### src/rtl/spi_cmd_exec_pkg.sv
// Shared command/status encodings for the SPI command executor.
// No logic, no latency.
// No flow control.
package spi_cmd_exec_pkg;

    localparam logic [1:0] MODE_STA  = 2'd0;
    localparam logic [1:0] MODE_DAT  = 2'd1;
    localparam logic [1:0] MODE_ADR  = 2'd2;
    localparam logic [1:0] MODE_FULL = 2'd3;

    localparam int CMD_CONT  = 2;
    localparam int CMD_WRITE = 3;

    localparam int STA_BUSY    = 0;
    localparam int STA_DIRTY   = 1;
    localparam int STA_WR_DONE = 2;
    localparam int STA_ERR     = 3;

    typedef enum logic [2:0] {
        S_IDLE,
        S_RD_REQ,
        S_WR_REQ,
        S_WAIT_ACK,
        S_ERR
    } state_t;

    // Transaction length in bytes for a given mode.
    function automatic logic [2:0] cmd_len(input logic [1:0] mode);
        return 3'(mode) + 3'd1;
    endfunction

endpackage

### src/rtl/spi_cmd_exec_if.sv
// Sniffer register bus between the command executor and the register file.
// No logic, no latency.
// Request is held by the master until a one-cycle ack from the slave.
interface spi_cmd_exec_if;
    logic [15:0] reg_addr;
    logic [7:0]  reg_wdata;
    logic        reg_req;
    logic        reg_we;
    logic [7:0]  reg_rdata;
    logic        reg_ack;

    modport master (
        output reg_addr, reg_wdata, reg_req, reg_we,
        input  reg_rdata, reg_ack
    );

    modport slave (
        input  reg_addr, reg_wdata, reg_req, reg_we,
        output reg_rdata, reg_ack
    );
endinterface

### src/rtl/spi_cmd_exec_bus_timeout.sv
// Register-bus watchdog: load arms it, clear disarms it.
// expired pulses one cycle, TIMEOUT+1 cycles after load when never cleared.
// No backpressure.
module spi_cmd_exec_bus_timeout #(
    parameter int TIMEOUT = 16
) (
    input  logic clk,
    input  logic rst,
    input  logic load,
    input  logic clear,
    output logic expired
);
    localparam int CW = (TIMEOUT > 2) ? $clog2(TIMEOUT) : 1;

    logic [CW-1:0] cnt;
    logic          running;

    always_ff @(posedge clk or negedge rst) begin
        if (!rst) begin
            cnt     <= '0;
            running <= 1'b0;
            expired <= 1'b0;
        end else begin
            expired <= 1'b0;
            if (load) begin
                cnt     <= CW'(TIMEOUT - 1);
                running <= 1'b1;
            end else if (clear) begin
                running <= 1'b0;
            end else if (running) begin
                if (cnt == '0) begin
                    expired <= 1'b1;
                    running <= 1'b0;
                end else begin
                    cnt <= cnt - 1'b1;
                end
            end
        end
    end
endmodule

### src/rtl/spi_cmd_exec.sv
// SPI command executor: turns per-byte CMD/ADDR/DATA events into register-bus accesses (SPI_CMD_AUTOINC_EN: CONT post-increments ptr).
// Bus request issued the cycle after the qualifying eob; read data lands in data_o the cycle after ack.
// Holds reg_req until ack or TIMEOUT; eob arriving while an access is outstanding is dropped and flagged.
module spi_cmd_exec
    import spi_cmd_exec_pkg::*;
#(
    parameter int TIMEOUT   = 16,
    parameter int STA_EXT_W = 4
) (
    input  logic                 clk,
    input  logic                 rst,
    input  logic [7:0]           cmd_i,
    input  logic [15:0]          addr_i,
    input  logic [7:0]           data_i,
    input  logic                 eob_i,
    input  logic                 busy_i,
    input  logic                 err_i,
    input  logic [STA_EXT_W-1:0] sta_ext_i,
    output logic [7:0]           sta_o,
    output logic [7:0]           data_o,
    output logic                 err_o,
    spi_cmd_exec_if.master       bus
);
`ifdef SPI_CMD_AUTOINC_EN
    localparam bit AUTOINC = 1'b1;
`else
    localparam bit AUTOINC = 1'b0;
`endif

    state_t      state;
    logic [2:0]  byte_cnt;
    logic [15:0] ptr;
    logic        ptr_dirty, wr_done, err_sticky;
    logic        abort, discard, acc_inc;
    logic        tmo_expired;

    logic [1:0]  mode;
    logic        cmd_we, data_mode;
    logic [2:0]  byte_n;
    logic        exec_ok, acc_ok, issue_rd, issue_wr, acc_done, rd_keep;
    logic        unused_cmd;

    assign mode      = cmd_i[1:0];
    assign cmd_we    = cmd_i[CMD_WRITE];
    assign data_mode = (mode == MODE_DAT) || (mode == MODE_FULL);
    assign byte_n    = byte_cnt + 3'd1;
    assign exec_ok   = eob_i && busy_i && (state == S_IDLE);
    assign acc_ok    = exec_ok && !err_i && !abort;
    // Reads prefetch one byte early so data_o is ready before the MISO byte; writes wait for the data byte.
    assign issue_rd  = acc_ok && data_mode && !cmd_we && (byte_n == cmd_len(mode) - 3'd1);
    assign issue_wr  = acc_ok && data_mode &&  cmd_we && (byte_n == cmd_len(mode));
    assign acc_done  = bus.reg_ack &&
                       (state == S_RD_REQ || state == S_WR_REQ || state == S_WAIT_ACK);
    assign rd_keep   = !discard && busy_i;
    assign unused_cmd = ^cmd_i[7:4];

    assign sta_o[7:4]        = 4'(sta_ext_i);
    assign sta_o[STA_ERR]     = err_sticky;
    assign sta_o[STA_WR_DONE] = wr_done;
    assign sta_o[STA_DIRTY]   = ptr_dirty;
    assign sta_o[STA_BUSY]    = (state != S_IDLE);

    spi_cmd_exec_bus_timeout #(.TIMEOUT(TIMEOUT)) u_tmo (
        .clk     (clk),
        .rst     (rst),
        .load    (issue_rd | issue_wr),
        .clear   (bus.reg_ack),
        .expired (tmo_expired)
    );

    always_ff @(posedge clk or negedge rst) begin
        if (!rst) begin
            state         <= S_IDLE;
            byte_cnt      <= '0;
            ptr           <= '0;
            ptr_dirty     <= 1'b0;
            wr_done       <= 1'b0;
            err_sticky    <= 1'b0;
            abort         <= 1'b0;
            discard       <= 1'b0;
            acc_inc       <= 1'b0;
            data_o        <= '0;
            err_o         <= 1'b0;
            bus.reg_req   <= 1'b0;
            bus.reg_we    <= 1'b0;
            bus.reg_addr  <= '0;
            bus.reg_wdata <= '0;
        end else begin
            err_o <= 1'b0;
            if (!busy_i) begin
                byte_cnt <= '0;
                abort    <= 1'b0;
            end else begin
                if (eob_i && byte_cnt != 3'd7) byte_cnt <= byte_n;
                if (err_i) abort <= 1'b1;
            end
            if (!busy_i && state != S_IDLE) discard <= 1'b1;

            if (exec_ok && byte_n == 3'd1) begin
                wr_done <= 1'b0;
                if (mode == MODE_STA) begin
                    if (cmd_we) err_sticky <= 1'b0;
                    else        ptr_dirty  <= 1'b0;
                end
            end
            if (exec_ok && byte_n == 3'd3 && (mode == MODE_ADR || mode == MODE_FULL)) begin
                ptr       <= addr_i;
                ptr_dirty <= 1'b1;
            end
            if (err_i || (eob_i && busy_i && state != S_IDLE)) err_sticky <= 1'b1;

            if (acc_done) begin
                state       <= S_IDLE;
                bus.reg_req <= 1'b0;
                bus.reg_we  <= 1'b0;
                if (bus.reg_we) wr_done <= 1'b1;
                else if (rd_keep) data_o <= bus.reg_rdata;
                if (AUTOINC && acc_inc && (bus.reg_we || rd_keep)) begin
                    ptr       <= bus.reg_addr + 16'd1;
                    ptr_dirty <= 1'b1;
                end
            end else begin
                case (state)
                    S_IDLE: if (issue_rd || issue_wr) begin
                        state         <= issue_wr ? S_WR_REQ : S_RD_REQ;
                        bus.reg_req   <= 1'b1;
                        bus.reg_we    <= issue_wr;
                        bus.reg_addr  <= (mode == MODE_FULL) ? addr_i : ptr;
                        bus.reg_wdata <= data_i;
                        acc_inc       <= cmd_i[CMD_CONT];
                        discard       <= 1'b0;
                    end
                    S_RD_REQ, S_WR_REQ: state <= S_WAIT_ACK;
                    S_WAIT_ACK: if (tmo_expired) begin
                        state       <= S_ERR;
                        bus.reg_req <= 1'b0;
                        bus.reg_we  <= 1'b0;
                        err_o       <= 1'b1;
                        err_sticky  <= 1'b1;
                        data_o      <= 8'hFF;
                    end
                    S_ERR:   state <= S_IDLE;
                    default: state <= S_IDLE;
                endcase
            end
        end
    end
endmodule

### src/flat_wrapper.sv
// flat-port wrapper written by rule: the top's interface ports become plain ports
module spi_cmd_exec_flat import spi_cmd_exec_pkg::*;
#(
    parameter int TIMEOUT   = 16,
    parameter int STA_EXT_W = 4
)
  (clk, rst, cmd_i, addr_i, data_i, eob_i, busy_i, err_i, sta_ext_i, sta_o, data_o, err_o, bus_reg_addr, bus_reg_wdata, bus_reg_req, bus_reg_we, bus_reg_rdata, bus_reg_ack);
  spi_cmd_exec_if bus_i ();
  input  logic clk;
  input  logic rst;
  input  logic [7:0] cmd_i;
  input  logic [15:0] addr_i;
  input  logic [7:0] data_i;
  input  logic eob_i;
  input  logic busy_i;
  input  logic err_i;
  input  logic [STA_EXT_W-1:0] sta_ext_i;
  output logic [7:0] sta_o;
  output logic [7:0] data_o;
  output logic err_o;
  output wire logic [$bits(bus_i.reg_addr)-1:0] bus_reg_addr;
  output wire logic [$bits(bus_i.reg_wdata)-1:0] bus_reg_wdata;
  output wire logic [$bits(bus_i.reg_req)-1:0] bus_reg_req;
  output wire logic [$bits(bus_i.reg_we)-1:0] bus_reg_we;
  input wire logic [$bits(bus_i.reg_rdata)-1:0] bus_reg_rdata;
  input wire logic [$bits(bus_i.reg_ack)-1:0] bus_reg_ack;
  assign bus_reg_addr = bus_i.reg_addr;
  assign bus_reg_wdata = bus_i.reg_wdata;
  assign bus_reg_req = bus_i.reg_req;
  assign bus_reg_we = bus_i.reg_we;
  assign bus_i.reg_rdata = bus_reg_rdata;
  assign bus_i.reg_ack = bus_reg_ack;
  spi_cmd_exec #(.TIMEOUT(TIMEOUT), .STA_EXT_W(STA_EXT_W)) u_core (.clk(clk), .rst(rst), .cmd_i(cmd_i), .addr_i(addr_i), .data_i(data_i), .eob_i(eob_i), .busy_i(busy_i), .err_i(err_i), .sta_ext_i(sta_ext_i), .sta_o(sta_o), .data_o(data_o), .err_o(err_o), .bus(bus_i));
endmodule
### config.mk
export PLATFORM = sky130hd
export DESIGN_NAME = spi_cmd_exec_flat
export DESIGN_NICKNAME = d
export VERILOG_FILES = /design/src/rtl/spi_cmd_exec_pkg.sv /design/src/rtl/spi_cmd_exec_if.sv /design/src/rtl/spi_cmd_exec_bus_timeout.sv /design/src/rtl/spi_cmd_exec.sv /design/src/flat_wrapper.sv
export SDC_FILE = /design/constraint.sdc
export NUM_CORES = 1
export LEC_CHECK = 0
export ABC_CLOCK_PERIOD_IN_PS = 6400
export BUFFER_PORTS_ARGS = -buffer_cell sky130_fd_sc_hd__buf_2
export CAP_MARGIN = 40
export CORE_ASPECT_RATIO = 0.75
export CORE_MARGIN = 2
export CORE_UTILIZATION = 50
export CTS_CLUSTER_SIZE = 20
export DETAILED_ROUTE_END_ITERATION = 16
export HOLD_SLACK_MARGIN = 0.06
export PLACE_DENSITY_LB_ADDON = 0.08
export SLEW_MARGIN = 5
export SYNTH_ARGS = -nofsm -noshare
export SYNTH_HDL_FRONTEND = slang
export SYNTH_SLANG_ARGS = --single-unit
### constraint.sdc
create_clock -name clk -period 6.4 [get_ports clk]
set_input_delay 0.96 -clock clk [delete_from_list [all_inputs] [get_ports clk]]
set_output_delay 0.96 -clock clk [all_outputs]
set_load 0.1 [all_outputs]
[Word level (Yosys, flattened, before mapping)]
Index checks and enable logic that the tools add are counted.
W data, S select, Z words.
Operators by class
  add/sub/neg operators: 4
  equal/unequal tests: 20
  multiplexer cells: 55
  bitwise operators: 2
  reductions and logical operators: 45
Operators with widths (count)
  $mux W8: 5
  $mux W1: 36
  $logic_and A1 B1 Y1: 17
  $mux W16: 1
  $mux W4: 4
  $mux W3: 5
  $reduce_and A3 Y1: 4
  $reduce_bool A2 Y1: 5
  $eq A3 B2 Y1 const B: 3
  $pmux W3 S3: 1
  $ne A2 B1 Y1 const B: 4
  $eq A3 B1 Y1 const B: 2
  $eq A3 B3 Y1: 2
  $logic_or A1 B1 Y1: 6
  $ne A2 B2 Y1 const B: 3
  $ne A3 B2 Y1 const B: 2
  $reduce_bool A3 Y1: 2
  $logic_not A1 Y1: 5
  $eq A2 B2 Y1 const B: 2
  $logic_not A4 Y1: 1
  $pmux W1 S2: 2
  $reduce_and A4 Y1: 1
  $sub A4 B1 Y4 const B: 1
  $add A2 B1 Y3 const B: 1
  11 further kinds: 11
Storage, ports and cells
  bits in registers: 68
  input port bits: 50
  output and inout bits: 43
  word-level logic and storage cells: 143

[Logic depth before layout (Yosys ltp)]
  word-level depth: 11
  gate-level depth with buffers: 8
  gate-level depth less buffers: 7

[Modules after synthesis]
A second synthesis with hierarchy kept.
Unflattened totals
  cell total of the unflattened synthesis: 252
  area total of the unflattened synthesis: 3226.8 um^2
Modules (own cells, without submodules)
  spi_cmd_exec: times used 1, cells an instance 224, area an instance 2922.8 um^2, seq. area each 1551.5 um^2
  spi_cmd_exec_bus_timeout: times used 1, cells an instance 28, area an instance 304.0 um^2, seq. area each 150.1 um^2

[Worst setup path after synthesis]
No wires, ideal clock.
  path kind: in2reg
  start point: input port cmd_i[0]
  end point: register u_core.bus.reg_addr[10]
  library setup time: 124 ps
  data arrival time: 2394 ps
  required time: 6276 ps
  slack: 3882 ps
  cell stages on the path: 8
  path buffers: 1
  path through: inv_1 -> ha_1 -> xor2_1 -> mux2i_1 -> nor3_2 -> o21ai_2 -> buf_2 -> o2bb2ai_1
On the way
  longest elaborated chain between the ends: 7
  elaborated cells on any way between the ends: 15
  those cells by class: 2 x add/sub; 4 x eq/ne; 1 x mux; 8 x reduce/logical
Ends and longest elaborated chain
  start: declaration: RTL line flat_wrapper.sv:11  | input logic [7:0] cmd_i;
  branches (longest 7 deep; another with $add A2 B1 Y3)
  end signal: assignment: RTL line spi_cmd_exec.sv:128  | bus.reg_addr <= (mode == MODE_FULL) ? addr_i : ptr;
  end: declaration: RTL line spi_cmd_exec_if.sv:13  | output reg_addr, reg_wdata, reg_req, reg_we,
Several ways; the timed one is not identified.
A chain may end at the register's enable or synchronous reset.

[Worst setup path after layout]
  start point: input port cmd_i[0]
  end point: register u_core.u_tmo.expired
On the way
  longest elaborated chain between the ends: 7
  elaborated cells on any way between the ends: 14
  those cells by class: 2 x add/sub; 4 x eq/ne; 1 x mux; 1 x bitwise; 6 x reduce/logical
Ends and longest elaborated chain
  branches (longest 5 deep; another with $add A2 B1 Y3)
  $or A1 B1 Y1 (*): RTL line spi_cmd_exec.sv:66  | .load (issue_rd | issue_wr),
  $mux W1 (*): RTL line spi_cmd_exec_bus_timeout.sv:25  | if (load) begin
  end signal: assignment: RTL line spi_cmd_exec_bus_timeout.sv:22  | expired <= 1'b0;
  end signal: assignment: RTL line spi_cmd_exec_bus_timeout.sv:24  | expired <= 1'b0;
  end signal: assignment: RTL line spi_cmd_exec_bus_timeout.sv:32  | expired <= 1'b1;
  end: declaration: RTL line spi_cmd_exec_bus_timeout.sv:11  | output logic expired
Mark *: on every way between the ends.

==> flow_summary.json <==
{
  "synth_cell_types": 42,
  "postSynthAreaPerCell_um2": 12.7,
  "num_io_pins": 93,
  "synth_top_family_by_area": "compound AO/OA/AOI/OAI gates",
  "yosys.cell_count.top_type": "dfrtp_1",
  "place.gp.congestion": 0.765,
  "setup_viol": 0,
  "yosys.area.top_type": "dfrtp_1",
  "end_kind": "flop",
  "dr_wl_met3_um": 350,
  "synth-simple-area-share": 0.0964,
  "fin_setup_tns_ns": 0,
  "max_freq_mhz": 358,
  "synthArstFlopShare": 1.00,
  "synth_fp_nets": 309,
  "vdd.ir_drop.worst_mv": 0.291,
  "synthXorXnorAreaFrac": 0.0217,
  "io_buffers": 79,
  "status": "completed",
  "ant_nets": 0,
  "setup_ws_ns": 3.60,
  "cts_buffers": 9,
  "max_stage_delay_ns": 0.32,
  "finalPower_mw": 1.48,
  "path_cells": "buf_2 > inv_1 > ha_1 > xor2_1 > mux2i_1 > nor3_2 > o21ai_2 > buf_8 > buf_4 > nor4bb_1",
  "wl_met1_um": 3000,
  "slew_headroom": 0.494,
  "synth_edf_count": 0,
  "num_vias": 2176,
  "clock_skew_ns": 0.00555,
  "synthCells": 249,
  "dr.pass1.iters": 4,
  "crit_path_top_delay_cell": "mux2i_1",
  "via_per_inst": 5.28,
  "p_leak_nw": 1.92,
  "rsz0062_at_grt": "false",
  "utilization": 0.614,
  "grt_pass1_vias": 2104,
  "die_area_um2": 6990,
  "post_cts.repair.setup_buffers": 0,
  "cts.sinks": 68,
  "overflow": 0,
  "required_ns": 6.65,
  "synth_compound_area_frac": 0.139,
  "n_antenna_cell": 0,
  "routed-wl-met2_um": 2690,
  "dp_hpwl_um": 4300,
  "synth_adder_area_share": 0.0395,
  "multi_input_area_um2": 1310,
  "syn2layout_area_growth_pct": 20.7,
  "layout_min_cycle_time_ns": 2.80,
  "drc_errors": 0,
  "fin_area_um2": 3820,
  "h-tree-depth": 3,
  "initial_core_util": 0.509,
  "synth_top_area_share": 0.538,
  "tritoncts": "yes",
  "worstMarginPinSlew_ns": 0.759,
  "drive_gt1_frac": 0.332,
  "cts_buffer_depth": 2,
  "root_buffer": "clkbuf_8",
  "wl_per_cell_um": 14.8,
  "die_w_um": 95.9,
  "cp_data_arrival_time_ns": 3.04,
  "ys_ff_latch": 68,
  "path_class": "in -> reg",
  "cts.reportedPaths.clkPinSlew_ns": 0.07,
  "top_layer": "met4",
  "dp.cells": 397,
  "regArea_um2": 1700,
  "final_nets": 387,
  "cellPowerDensity_nw_per_um2": 389,
  "wirelength_um": 6110,
  "syn_area_um2": 3170,
  "min_path_type": "reg -> reg",
  "fillers": 543,
  "yosysWarnings": 0,
  "startpoint_type": "primary input",
  "finalCritPeriodShare": 0.437,
  "grt_max_degree": 37,
  "ctsHoldBuffers": 0,
  "synthMuxAreaShare": 0.117,
  "die_h_um": 72.9,
  "synthTopCellsByArea": "dfrtp_1 (54%), mux2i_1 (6.0%), mux2_1 (5.7%), o2bb2ai_1 (4.7%), ha_1 (4.0%)",
  "design.core.area_um2": 6220,
  "antenna_found_initial": 0,
  "grt_use_total": 0.195,
  "finalHoldViolCount": 0,
  "post_dp_cell_area_um2": 3610,
  "drt_iter0_drc": 57,
  "num_rows": 25,
  "drv_cap": 0,
  "seq_area_frac_synth": 0.538,
  "hold_slack_ns": 0.485,
  "ys.flop_type": "dfrtp_1",
  "grt_pass1_wl_um": 10200,
  "fin_cells": 412,
  "drv_slew": 0,
  "cts_resized": 0,
  "critPathMaxFanout": 17,
  "synth_common_cells": "dfrtp_1 (68), mux2i_1 (19), o2bb2ai_1 (17), mux2_1 (16)",
  "dp_slack_ns": 3.22,
  "clkLatencyLatePin_ns": 0.34
}
-- cells in the final DEF (no fill, tap or decap), drive strengths merged, types with 2 or more instances in the layout --
master / instances
a21oi: 4
a22o: 9
and2: 2
buf: 84
bufinv: 2
clkbuf: 9
clkinvlp: 2
dfrtp: 68
ha: 10
inv: 12
mux2: 16
mux2i: 19
nand2: 10
nand2b: 4
nand3: 4
nand4b: 2
nor2: 6
nor2b: 6
nor3: 7
nor4b: 2
o21ai: 10
o22a: 8
o2bb2ai: 17
xnor2: 5
xor2: 2
-- worst paths after layout --
kind / endpoint / start / cells after the start / slack [ns]
min in group asynchronous: u_core.data_o[4] / rst / 2 / 0.64
hold / removal: u_core.data_o[5] / u_core.data_o[5] / 1 / 0.48
setup / recovery: u_core.u_tmo.expired / cmd_i[0] / 10 / 3.60
setup reg to reg: u_core.u_tmo.expired / u_core.byte_cnt[0] / 9 / 3.84
max in group asynchronous: u_core.ptr[3] / rst / 3 / 5.25
hold reg to reg: u_core.data_o[5] / u_core.data_o[5] / 1 / 0.48
-- cell families (layout without fill, tap and decap cells) --
group / after synthesis / count (layout)
DFF: 68 / 68
AOI/OAI and AO/OA: 54 / 54
and+or+nand+nor: 47 / 47
muxes: 35 / 35
buffers and inverters: 28 / 110
adders and majority gates: 10 / 10
xor gates and xnor gates: 7 / 7
-- cell type report --
type,count,area share
clock buffer,9,0.0324
clock inverter,6,0.0233
inverter,11,0.0108
multi-input combinational,153,0.343
sequential,68,0.445
tap,81,0.0265
timing repair buffer,84,0.119
-- state kept, by name (all words and copies together) (netlist names) --
signal and cells:
u_core.u_tmo.cnt 4, u_core.bus.reg_req 1, u_core.bus.reg_wdata 8, u_core.wr_done 1, u_core.byte_cnt 3, u_core.discard 1
u_core.bus.reg_addr 16, u_core.err_sticky 1, u_core.u_tmo.running 1, u_core.ptr 16, u_core.ptr_dirty 1, u_core.state 3
u_core.data_o 8, u_core.abort 1, u_core.u_tmo.expired 1, u_core.bus.reg_we 1, u_core.err_o 1
-- metal layers --
| layer | track usage | vias to the layer above |
|---|---|---|
| li1 | - | 1051 |
| met1 | 0.280 | 1058 |
| met2 | 0.281 | 56 |
| met3 | 0.0671 | 11 |
| met4 | 0.0619 | 0 |
| met5 | 0 | - |
-- worst max-delay path, delay by kind of cell --
kind / cells / cell delay (ns)
AOI/OAI and AO/OA: 1 / 0.21
buffers and inverters: 4 / 0.64
xor gates and xnor gates: 1 / 0.24
adders and majority gates: 1 / 0.30
muxes: 1 / 0.32
and+or+nand+nor: 2 / 0.36
-- where the power goes --
part / total [mW] / leakage (nW) / internal, mW / switching [mW]
clock network: 0.381 / 0.102 / 0.218 / 0.163
registers: 0.556 / 0.896 / 0.505 / 0.0508
logic: 0.547 / 0.923 / 0.122 / 0.425
No activity file was read; power rests on OpenSTA's default activity.
